## src/rtl/sd_cmd_sequencer.sv

```systemverilog
// SD-card SPI-mode command sequencer: frames one command, polls R1, optionally reads an R3/R7 trailer.
// Define SD_CMD_CRC7_GEN_EN to compute the frame CRC7 internally instead of using cmd_crc.
module sd_cmd_sequencer #(
   parameter int unsigned POLL_LIMIT = 8,
   parameter int unsigned PRE_FILL   = 1
) (
   input  logic        clk,
   input  logic        reset,
   input  logic        cmd_valid,
   output logic        cmd_ready,
   input  logic [5:0]  cmd_index,
   input  logic [31:0] cmd_arg,
   input  logic [6:0]  cmd_crc,
   input  logic        cmd_resp_long,
   input  logic        cmd_keep_cs,
   output logic        resp_valid,
   output logic [7:0]  resp_r1,
   output logic [31:0] resp_data,
   output logic        resp_timeout,
   output logic        busy,
   output logic        cs_n,
   output logic        spi_execute,
   output logic [7:0]  spi_out_word,
   input  logic [7:0]  spi_in_word,
   input  logic        spi_finished
);

   typedef enum logic [2:0] {
      S_IDLE,
      S_PRE,
      S_CMD,
      S_POLL,
      S_TAIL,
      S_POST,
      S_DONE
   } state_t;

   localparam logic [3:0] PRE_LAST  = (PRE_FILL == 0) ? 4'd0 : 4'(PRE_FILL - 1);
   localparam logic [7:0] POLL_LAST = 8'(POLL_LIMIT - 1);

   state_t      state_q, state_d;
   logic [3:0]  cnt_q, cnt_d;
   logic [7:0]  poll_q, poll_d;
   logic        pend_q, pend_d;
   logic        exec_q, exec_d;
   logic [7:0]  word_q, word_d;
   logic        cs_n_q, cs_n_d;

   logic [5:0]  idx_q;
   logic [31:0] arg_q;
   logic [6:0]  crc_q;
   logic        long_q;
   logic        keep_q;

   logic [7:0]  r1_w_q, r1_w_d;
   logic        to_w_q, to_w_d;
   logic [31:0] data_w_q, data_w_d;
   logic [7:0]  r1_q, r1_d;
   logic        to_q, to_d;
   logic [31:0] data_q, data_d;

   logic        accept;
   logic        fin;
   logic        tx_en;
   logic        go_done;
   logic [7:0]  tx_byte;
   logic [7:0]  frame_byte;
   logic [6:0]  crc_next;

`ifdef SD_CMD_CRC7_GEN_EN
   function automatic logic [6:0] crc7(input logic [39:0] d);
      logic [6:0] c;
      logic       fb;
      c = '0;
      for (int unsigned i = 0; i < 40; i++) begin
         fb = d[39 - i] ^ c[6];
         c  = {c[5:0], 1'b0} ^ {3'b000, fb, 2'b00, fb};
      end
      return c;
   endfunction

   logic unused_cmd_crc;
   assign unused_cmd_crc = ^cmd_crc;
   assign crc_next       = crc7({2'b01, cmd_index, cmd_arg});
`else
   assign crc_next = cmd_crc;
`endif

   assign accept     = cmd_valid && (state_q == S_IDLE);
   assign fin        = pend_q && spi_finished;
   assign cmd_ready  = (state_q == S_IDLE);
   assign busy       = (state_q != S_IDLE);
   assign resp_valid = (state_q == S_DONE);
   assign cs_n         = cs_n_q;
   assign spi_execute  = exec_q;
   assign spi_out_word = word_q;
   assign resp_r1      = r1_q;
   assign resp_timeout = to_q;
   assign resp_data    = data_q;

   always_comb begin
      frame_byte = 8'hFF;
      case (cnt_q)
         4'd0:    frame_byte = {2'b01, idx_q};
         4'd1:    frame_byte = arg_q[31:24];
         4'd2:    frame_byte = arg_q[23:16];
         4'd3:    frame_byte = arg_q[15:8];
         4'd4:    frame_byte = arg_q[7:0];
         4'd5:    frame_byte = {crc_q, 1'b1};
         default: frame_byte = 8'hFF;
      endcase
   end

   always_comb begin
      state_d  = state_q;
      cnt_d    = cnt_q;
      poll_d   = poll_q;
      pend_d   = pend_q;
      exec_d   = 1'b0;
      word_d   = word_q;
      cs_n_d   = cs_n_q;
      r1_w_d   = r1_w_q;
      to_w_d   = to_w_q;
      data_w_d = data_w_q;
      r1_d     = r1_q;
      to_d     = to_q;
      data_d   = data_q;
      tx_en    = 1'b0;
      tx_byte  = 8'hFF;
      go_done  = 1'b0;

      if (fin) pend_d = 1'b0;

      case (state_q)
         S_IDLE: begin
            if (cmd_valid) begin
               cs_n_d  = 1'b0;
               cnt_d   = '0;
               r1_w_d  = 8'hFF;
               to_w_d  = 1'b0;
               state_d = (PRE_FILL == 0) ? S_CMD : S_PRE;
            end
         end
         S_PRE: begin
            tx_en = 1'b1;
            if (fin) begin
               if (cnt_q == PRE_LAST) begin
                  cnt_d   = '0;
                  state_d = S_CMD;
               end else begin
                  cnt_d = cnt_q + 4'd1;
               end
            end
         end
         S_CMD: begin
            tx_en   = 1'b1;
            tx_byte = frame_byte;
            if (fin) begin
               if (cnt_q == 4'd5) begin
                  poll_d  = '0;
                  state_d = S_POLL;
               end else begin
                  cnt_d = cnt_q + 4'd1;
               end
            end
         end
         S_POLL: begin
            tx_en = 1'b1;
            if (fin) begin
               if (!spi_in_word[7]) begin
                  r1_w_d  = spi_in_word;
                  cnt_d   = '0;
                  state_d = long_q ? S_TAIL : S_POST;
               end else if (poll_q == POLL_LAST) begin
                  r1_w_d  = 8'hFF;
                  to_w_d  = 1'b1;
                  state_d = S_POST;
               end else begin
                  poll_d = poll_q + 8'd1;
               end
            end
         end
         S_TAIL: begin
            tx_en = 1'b1;
            if (fin) begin
               data_w_d = {data_w_q[23:0], spi_in_word};
               if (cnt_q == 4'd3) begin
                  state_d = S_POST;
               end else begin
                  cnt_d = cnt_q + 4'd1;
               end
            end
         end
         S_POST: begin
            if (keep_q) begin
               go_done = 1'b1;
            end else begin
               tx_en = 1'b1;
               if (fin) begin
                  cs_n_d  = 1'b1;
                  go_done = 1'b1;
               end
            end
         end
         S_DONE: state_d = S_IDLE;
         default: state_d = S_IDLE;
      endcase

      // A new byte may only start once the previous one has fully retired.
      if (tx_en && !pend_q) begin
         exec_d = 1'b1;
         word_d = tx_byte;
         pend_d = 1'b1;
      end

      if (go_done) begin
         state_d = S_DONE;
         r1_d    = r1_w_q;
         to_d    = to_w_q;
         if (long_q && !to_w_q) data_d = data_w_q;
      end
   end

   always_ff @(posedge clk or posedge reset) begin
      if (reset) begin
         state_q  <= S_IDLE;
         cnt_q    <= '0;
         poll_q   <= '0;
         pend_q   <= 1'b0;
         exec_q   <= 1'b0;
         word_q   <= 8'hFF;
         cs_n_q   <= 1'b1;
         r1_w_q   <= 8'hFF;
         to_w_q   <= 1'b0;
         data_w_q <= '0;
         r1_q     <= 8'hFF;
         to_q     <= 1'b0;
         data_q   <= '0;
      end else begin
         state_q  <= state_d;
         cnt_q    <= cnt_d;
         poll_q   <= poll_d;
         pend_q   <= pend_d;
         exec_q   <= exec_d;
         word_q   <= word_d;
         cs_n_q   <= cs_n_d;
         r1_w_q   <= r1_w_d;
         to_w_q   <= to_w_d;
         data_w_q <= data_w_d;
         r1_q     <= r1_d;
         to_q     <= to_d;
         data_q   <= data_d;
      end
   end

   always_ff @(posedge clk or posedge reset) begin
      if (reset) begin
         idx_q  <= '0;
         arg_q  <= '0;
         crc_q  <= '0;
         long_q <= 1'b0;
         keep_q <= 1'b0;
      end else if (accept) begin
         idx_q  <= cmd_index;
         arg_q  <= cmd_arg;
         crc_q  <= crc_next;
         long_q <= cmd_resp_long;
         keep_q <= cmd_keep_cs;
      end
   end

endmodule

```

## config.mk

```make
export PLATFORM = sky130hd
export DESIGN_NAME = sd_cmd_sequencer
export DESIGN_NICKNAME = d
export VERILOG_FILES = /design/src/rtl/sd_cmd_sequencer.sv
export SDC_FILE = /design/constraint.sdc
export NUM_CORES = 1
export LEC_CHECK = 0
export CORE_AREA = 4 4 143 145
export CTS_CLUSTER_SIZE = 8
export DETAILED_ROUTE_END_ITERATION = 10
export DIE_AREA = 0 0 147 149
export PLACE_DENSITY_LB_ADDON = 0.2
export SLEW_MARGIN = 20
export SYNTH_ARGS = -nofsm -noshare
export SYNTH_HDL_FRONTEND = slang
export SYNTH_SLANG_ARGS = --single-unit
```

## constraint.sdc

```tcl
create_clock -name clk -period 4.36 [get_ports clk]
set_input_delay 0.436 -clock clk [delete_from_list [all_inputs] [get_ports clk]]
set_output_delay 0.436 -clock clk [all_outputs]
set_load 0.005 [all_outputs]
```

==> results.py, run 1 <==
metrics = {
    "route": {
        "drc": 0,
        "drtIter0Drc": 280,
        "dr_total_vias": 4704,
        "routed_wl_microns": 15050,
        "vias_per_cell": 4.844,
        "post_drt_wl_per_cell_microns": 15.49,
        "postRouteAntennaNets": 0,
        "first_pass_iters": 5,
    },
    "clock_network": {
        "clock-sinks": 155,
        "holdBufCountCts": 0,
        "cts_buffer_depth": 2,
        "cts_root_buffer": "clkbuf_16",
        "cts.repair.resized": 0,
        "clk_latency_ns": 0.42,
        "cts_inserted_buffers": 17,
        "cts_tree": "done",
        "cts_setup_buffers": 0,
        "clk_pin_slew_ns": 0.07,
        "h-tree-depth": 4,
    },
    "placed_design": {
        "place_area_sq_um": 8011,
        "portBuffers": 112,
        "dpl.hpwl_microns": 10410,
        "place_congestion": 0.7828,
    },
    "floorplan": {
        "core_sq_um": 19210,
        "initial_core_util_pct": 34.51,
        "rows": 51,
        "dieArea_sq_um": 21900,
        "die_x_microns": 147,
        "die_h_microns": 149,
        "io_pins": 113,
    },
    "layout": {
        "fin_area_sq_um": 8615,
        "layout_common_cells": "154 x nand2_1, 130 x dfrtp_1, 112 x clkdlybuf4s50_1",
        "drive_gt1_share_pct": 21.25,
        "syn_to_final_growth_pct": 29.95,
        "finalNetCount": 757,
        "fill_cells": 1801,
        "antenna_cells": 0,
        "mostFrequentLayoutCell": "nand2_1",
    },
    "global_route": {
        "grt_antenna_before_repair": 0,
        "grt_max_degree": 156,
        "globalRouteOverflowTotal": 0,
        "grt_first_pass_wirelength_microns": 25210,
        "grt_pass1_vias": 4878,
        "grt_usage_pct": 14.31,
    },
    "yosys": {
        "async_reset_ff_share_pct": 100.0,
        "synth_warnings": 0,
        "synth.top_cell.area_share_pct": 49.08,
        "synthFlopType": "dfrtp_1",
        "synth_edf_count": 0,
        "ys_seq_area_share_pct": 58.98,
        "syn_avg_cell_area_sq_um": 11.27,
        "synth_area_leader_cell": "dfrtp_1",
        "synth-seq-cells": 155,
        "syn_inst": 588,
        "synth.area.top_cells": "dfrtp_1 49%, mux2_2 12%, dfstp_2 9.9%, nand2_1 8.7%, a21oi_1 1.2%",
        "synth_fp_nets": 652,
        "syn_area_sq_um": 6629,
        "synth_cell_types": 58,
    },
    "min_path": {
        "hp-class": "register to register",
    },
    "sta": {
        "post-route-period-util_pct": 62.10,
        "slew_violations": 0,
        "relSlewSlack_pct": 39.85,
        "finalHoldViolCount": 0,
        "finalSetupTns_ns": 0,
        "fmax_ghz": 0.3693,
        "fin_crit_ns": 2.708,
        "setup_viol": 0,
        "max_slew.worst_pin.slew_ns": 0.9000,
        "skew_ns": 0.009041,
        "grt_setup_unrepaired": "false",
    },
    "power_and_ir_drop": {
        "powerDensity_nw_per_um2": 580.2,
        "power.leakage_nw": 3.919,
        "ir_drop_v": 0.0002598,
        "p_total_mw": 4.998,
    },
    "setup_path": {
        "crit_slowest_cell": "ha_1",
        "r2r_start": "cnt_q[0]$_DFFE_PP0P_",
        "worstPathRequired_ns": 4.66,
        "rrSetupSlack_ns": 1.65,
        "path_max_fanout": 17,
        "r2r-end": "cnt_q[3]$_DFFE_PP0P_",
        "reg2reg_depth": 7,
        "critPathKind": "register to register",
        "arrival_ns": 3.00,
        "cp-start-kind": "register",
        "critPathMaxStageDelay_ns": 0.62,
        "endpoint": "cnt_q[3]$_DFFE_PP0P_",
        "crit_chain": "inv_1 -> ha_1 -> or3b_2 -> a22oi_1 -> nor2b_1 -> o31ai_1 -> o21ai_1",
        "crit_path_end_kind": "register",
        "crit_start": "cnt_q[0]$_DFFE_PP0P_",
    },
    "status": {
        "outcome": "complete, no violations",
    },
    "job": {
        "cap_viol_max_count": 0,
    },
}
-- power breakdown --
group	total (mW)	leakage, nW	internal [mW]	switching (mW)
clock network	1.48	0.288	0.818	0.659
logic	1.37	1.64	0.642	0.730
registers	2.15	1.99	1.87	0.282
total	5.00	3.92	3.33	1.67
-- logic make-up after synthesis --
kind of cell    share of synthesized area [%]
simple gates                            14.65
flops                                   58.98
fa+ha+maj                              0.9438
buf+inv                                 2.926
compound gates                          9.514
xor+xnor                               0.2643
mux                                     12.72
-- state kept, by name, indices dropped and copies added, names as in the netlist --
name / count
to_w_q: 1
spi_execute: 1
resp_r1: 8
pend_q: 1
spi_out_word: 8
cnt_q: 4
r1_w_q: 8
long_q: 1
resp_data: 32
arg_q: 32
idx_q: 6
crc_q: 7
data_w_q: 32
state_q: 3
cs_n: 1
poll_q: 8
keep_q: 1
resp_timeout: 1
-- cells in the mapped netlist, drive strengths merged (5+ instances only) --
cell    instances
o22a            7
nand3          10
o21ai          14
a222oi          6
nor2           19
dfstp          25
buf            13
nand2         154
clkbuf         20
nor3            5
inv            10
dfrtp         130
o31ai           5
a21oi          16
a22oi           8
ha              5
mux2           74
-- worst min path at each step --
stage | start | end | slack [ns] | cells after the start
after global placement | arg_q[7]$_DFFE_PP0P_ | arg_q[7]$_DFFE_PP0P_ | 0.46 | 2
after CTS | arg_q[23]$_DFFE_PP0P_ | arg_q[23]$_DFFE_PP0P_ | 0.48 | 2
after floorplan | keep_q$_DFFE_PP0P_ | cs_n$_DFFE_PP1P_ | 0.44 | 1
after global routing | arg_q[7]$_DFFE_PP0P_ | arg_q[7]$_DFFE_PP0P_ | 0.50 | 2
final | arg_q[30]$_DFFE_PP0P_ | arg_q[30]$_DFFE_PP0P_ | 0.48 | 2
after detailed placement | arg_q[23]$_DFFE_PP0P_ | arg_q[23]$_DFFE_PP0P_ | 0.46 | 2
-- through the flow --
| stage | hold slack [ns] | util [%] | std cells | worst slack [ns] |
|---|---|---|---|---|
| 2_1_floorplan | 0.4395 | - | 588 | 1.986 |
| 3_3_place_gp | 0.4579 | 41.71 | 939 | 1.649 |
| 3_5_place_dp | 0.4637 | 41.71 | 939 | 1.552 |
| 4_1_cts | 0.4800 | 44.85 | 971 | 1.649 |
| 5_1_grt | 0.4984 | 44.85 | 971 | 1.413 |
| 6_report | 0.4789 | 44.85 | 971 | 1.652 |
-- routing by layer --
metal,GRT usage (%),share of wire [%],up-vias
li1,-,-,2260
met1,18.96,45,2327
met4,4.054,1.4,0
met2,23.28,49,99
met3,3.889,4.2,18
met5,0,0,-
-- area by class of cell --
class / instances / area, sq um / area share [%]
multi-input cells: 390 / 2542 / 29.51
inverters: 10 / 41.29 / 0.4793
clock inverters: 15 / 177.7 / 2.062
clock buffers: 17 / 425.4 / 4.938
well taps: 265 / 331.6 / 3.849
repair buffers: 119 / 1186 / 13.77
flip-flops and latches: 155 / 3910 / 45.39
-- worst max-delay path, delay by kind of cell (launching register included) --
| kind | cells | cell delay (ns) |
|---|---|---|
| adder cells (fa/ha/maj) | 1 | 0.62 |
| buffers and inverters | 1 | 0.11 |
| AND/OR/NAND/NOR | 2 | 0.61 |
| flip-flops | 1 | 0.44 |
| AO/OA/AOI/OAI | 3 | 0.80 |
(Power assumes the default switching activity.)
==> inputs of run 2 (changes only) <==
- clock period: 4.36 -> 2.7 ns (I/O delays scaled with it)
==> run 2 against run 1 <==
Combinational power is 64% higher. Final area is 1.6% higher. Register-to-register slack worse by 1.2 ns. Die area stayed put. Wire length is 0.46% higher. Cell count is 0.51% higher. Clock-buffer cell count is 2 higher. First-iteration DRC count is 2.9% higher. Total power is 68% higher. Sequential share of layout area is 0.72 points lower. Largest power group unchanged. Highest routed layer unchanged.
==> results.py, run 2 (synthesis gave the netlist of run 1 again) <==
metrics = {
    "status": {
        "outcome": "complete, no violations",
    },
    "clock_network": {
        "cts_root_buffer": "clkbuf_16",
        "clk_pin_slew_ns": 0.07,
        "cts_buffer_depth": 2,
        "cts_setup_buffers": 0,
        "cts_tree": "done",
        "cts.repair.resized": 0,
        "cts_inserted_buffers": 17,
        "clk_latency_ns": 0.42,
        "holdBufCountCts": 0,
        "h-tree-depth": 4,
        "clock-sinks": 155,
    },
    "layout": {
        "stdcell_count": 976,
        "layout_common_cells": "154 x nand2_1, 130 x dfrtp_1, 112 x clkdlybuf4s50_1",
        "syn_to_final_growth_pct": 32.05,
        "final_util_pct": 45.57,
        "finalNetCount": 762,
        "fill_cells": 1768,
        "antenna_cells": 0,
        "mostFrequentLayoutCell": "nand2_1",
        "fin_area_sq_um": 8753,
        "drive_gt1_share_pct": 21.80,
    },
    "placed_design": {
        "place_congestion": 0.7867,
        "place_area_sq_um": 8074,
        "dp_cells": 944,
        "post-place-ws_ns": 0.4047,
        "portBuffers": 112,
        "dpl.hpwl_microns": 10590,
    },
    "route": {
        "dr_total_vias": 4700,
        "drtIter0Drc": 288,
        "routed_wl_microns": 15110,
        "vias_per_cell": 4.816,
        "post_drt_wl_per_cell_microns": 15.49,
        "drc": 0,
        "first_pass_iters": 5,
        "postRouteAntennaNets": 0,
    },
    "sta": {
        "finalHoldViolCount": 0,
        "skew_ns": 0.01100,
        "finalSetupTns_ns": 0,
        "fmax_ghz": 0.4080,
        "slew_violations": 0,
        "grt_setup_unrepaired": "false",
        "relSlewSlack_pct": 60.99,
        "setup_viol": 0,
        "final.setup.worst_slack_ns": 0.2487,
        "max_slew.worst_pin.slew_ns": 0.5807,
        "fin_crit_ns": 2.451,
        "post-route-period-util_pct": 90.79,
    },
    "global_route": {
        "met2_usage_pct": 23.30,
        "grt_use_met1_pct": 19.63,
        "globalRouteOverflowTotal": 0,
        "grt_usage_pct": 14.51,
        "top_usage_layer": "met2",
        "grt_pass1_vias": 4928,
        "grt_max_degree": 96,
        "grt_antenna_before_repair": 0,
        "grt_util_met3_pct": 3.160,
        "grt_first_pass_wirelength_microns": 25520,
    },
    "setup_path": {
        "crit_cells": 2,
        "crit_path_end_kind": "output port",
        "worstPathRequired_ns": 2.43,
        "arrival_ns": 2.18,
        "reg2reg_depth": 5,
        "crit_chain": "nor3_1 -> clkdlybuf4s50_1",
        "crit_buf_inv": 1,
        "critPathKind": "register to output port",
        "critPathMaxStageDelay_ns": 0.62,
        "cp-start-kind": "register",
        "crit_family": "buffers and inverters",
        "crit_slowest_cell": "clkdlybuf4s50_1",
        "path_max_fanout": 17,
    },
    "floorplan": {
        "core_sq_um": 19210,
        "die_h_microns": 149,
        "io_pins": 113,
        "rows": 51,
        "die_x_microns": 147,
        "dieArea_sq_um": 21900,
        "initial_core_util_pct": 34.51,
    },
    "power_and_ir_drop": {
        "ir_drop_v": 0.0005438,
        "power.leakage_nw": 3.994,
        "powerDensity_nw_per_um2": 960.8,
    },
    "min_path": {
        "hp-class": "primary input to async pin",
    },
    "job": {
        "cap_viol_max_count": 0,
    },
}
run 2: cell types whose count changed in the layout (fill, tap and decap cells not counted), sizes merged:
cell,change
clkinv,-4
inv,-1
bufinv,+4
clkinvlp,-1
buf,+5
clkbuf,+2
run 2: layout make-up:
| type | count | area [sq um] | share of cell area, % |
|---|---|---|---|
| clock buffer | 19 | 452.9 | 5.174 |
| tap | 265 | 331.6 | 3.788 |
| multi-input combinational | 390 | 2542 | 29.05 |
| sequential | 155 | 3910 | 44.67 |
| inverter | 10 | 41.29 | 0.4717 |
| timing repair buffer | 124 | 1249 | 14.27 |
| clock inverter | 13 | 226.5 | 2.587 |
run 2: power by group:
| group | total (mW) | internal (mW) | leakage, nW | switching (mW) |
|---|---|---|---|---|
| combinational | 2.24 | 1.06 | 1.67 | 1.18 |
| sequential | 3.46 | 3.02 | 1.99 | 0.440 |
| clock | 2.71 | 1.72 | 0.331 | 0.993 |
run 2: final timing paths:
path,start,to,slack [ns]
worst max register to register,cnt_q[3]$_DFFE_PP0P_,poll_q[7]$_DFFE_PP0P_,0.48
worst max-delay path,state_q[1]$_DFFE_PP0P_,cmd_ready,0.25
max in group asynchronous,reset,cs_n$_DFFE_PP1P_,1.72
worst min-delay path,reset,arg_q[17]$_DFFE_PP0P_,0.18
worst min register to register,arg_q[17]$_DFFE_PP0P_,arg_q[17]$_DFFE_PP0P_,0.48
min in group clk,cmd_arg[20],arg_q[20]$_DFFE_PP0P_,0.38
run 2: metrics by stage:
stage | power [mW] | hold WS (ns)
after floorplan | 4.843 | 0.3754
after global placement | 5.700 | 0.4588
after detailed placement | 5.765 | 0.4638
after CTS | 8.509 | 0.1714
after global routing | 8.953 | 0.2045
final | 8.411 | 0.1797
run 2: layer usage:
| layer | routed length [microns] | vias to the layer above |
|---|---|---|
| met5 | 0 | - |
| met4 | 191 | 0 |
| met3 | 623 | 14 |
| met2 | 7275 | 121 |
| met1 | 7024 | 2298 |
| li1 | - | 2267 |
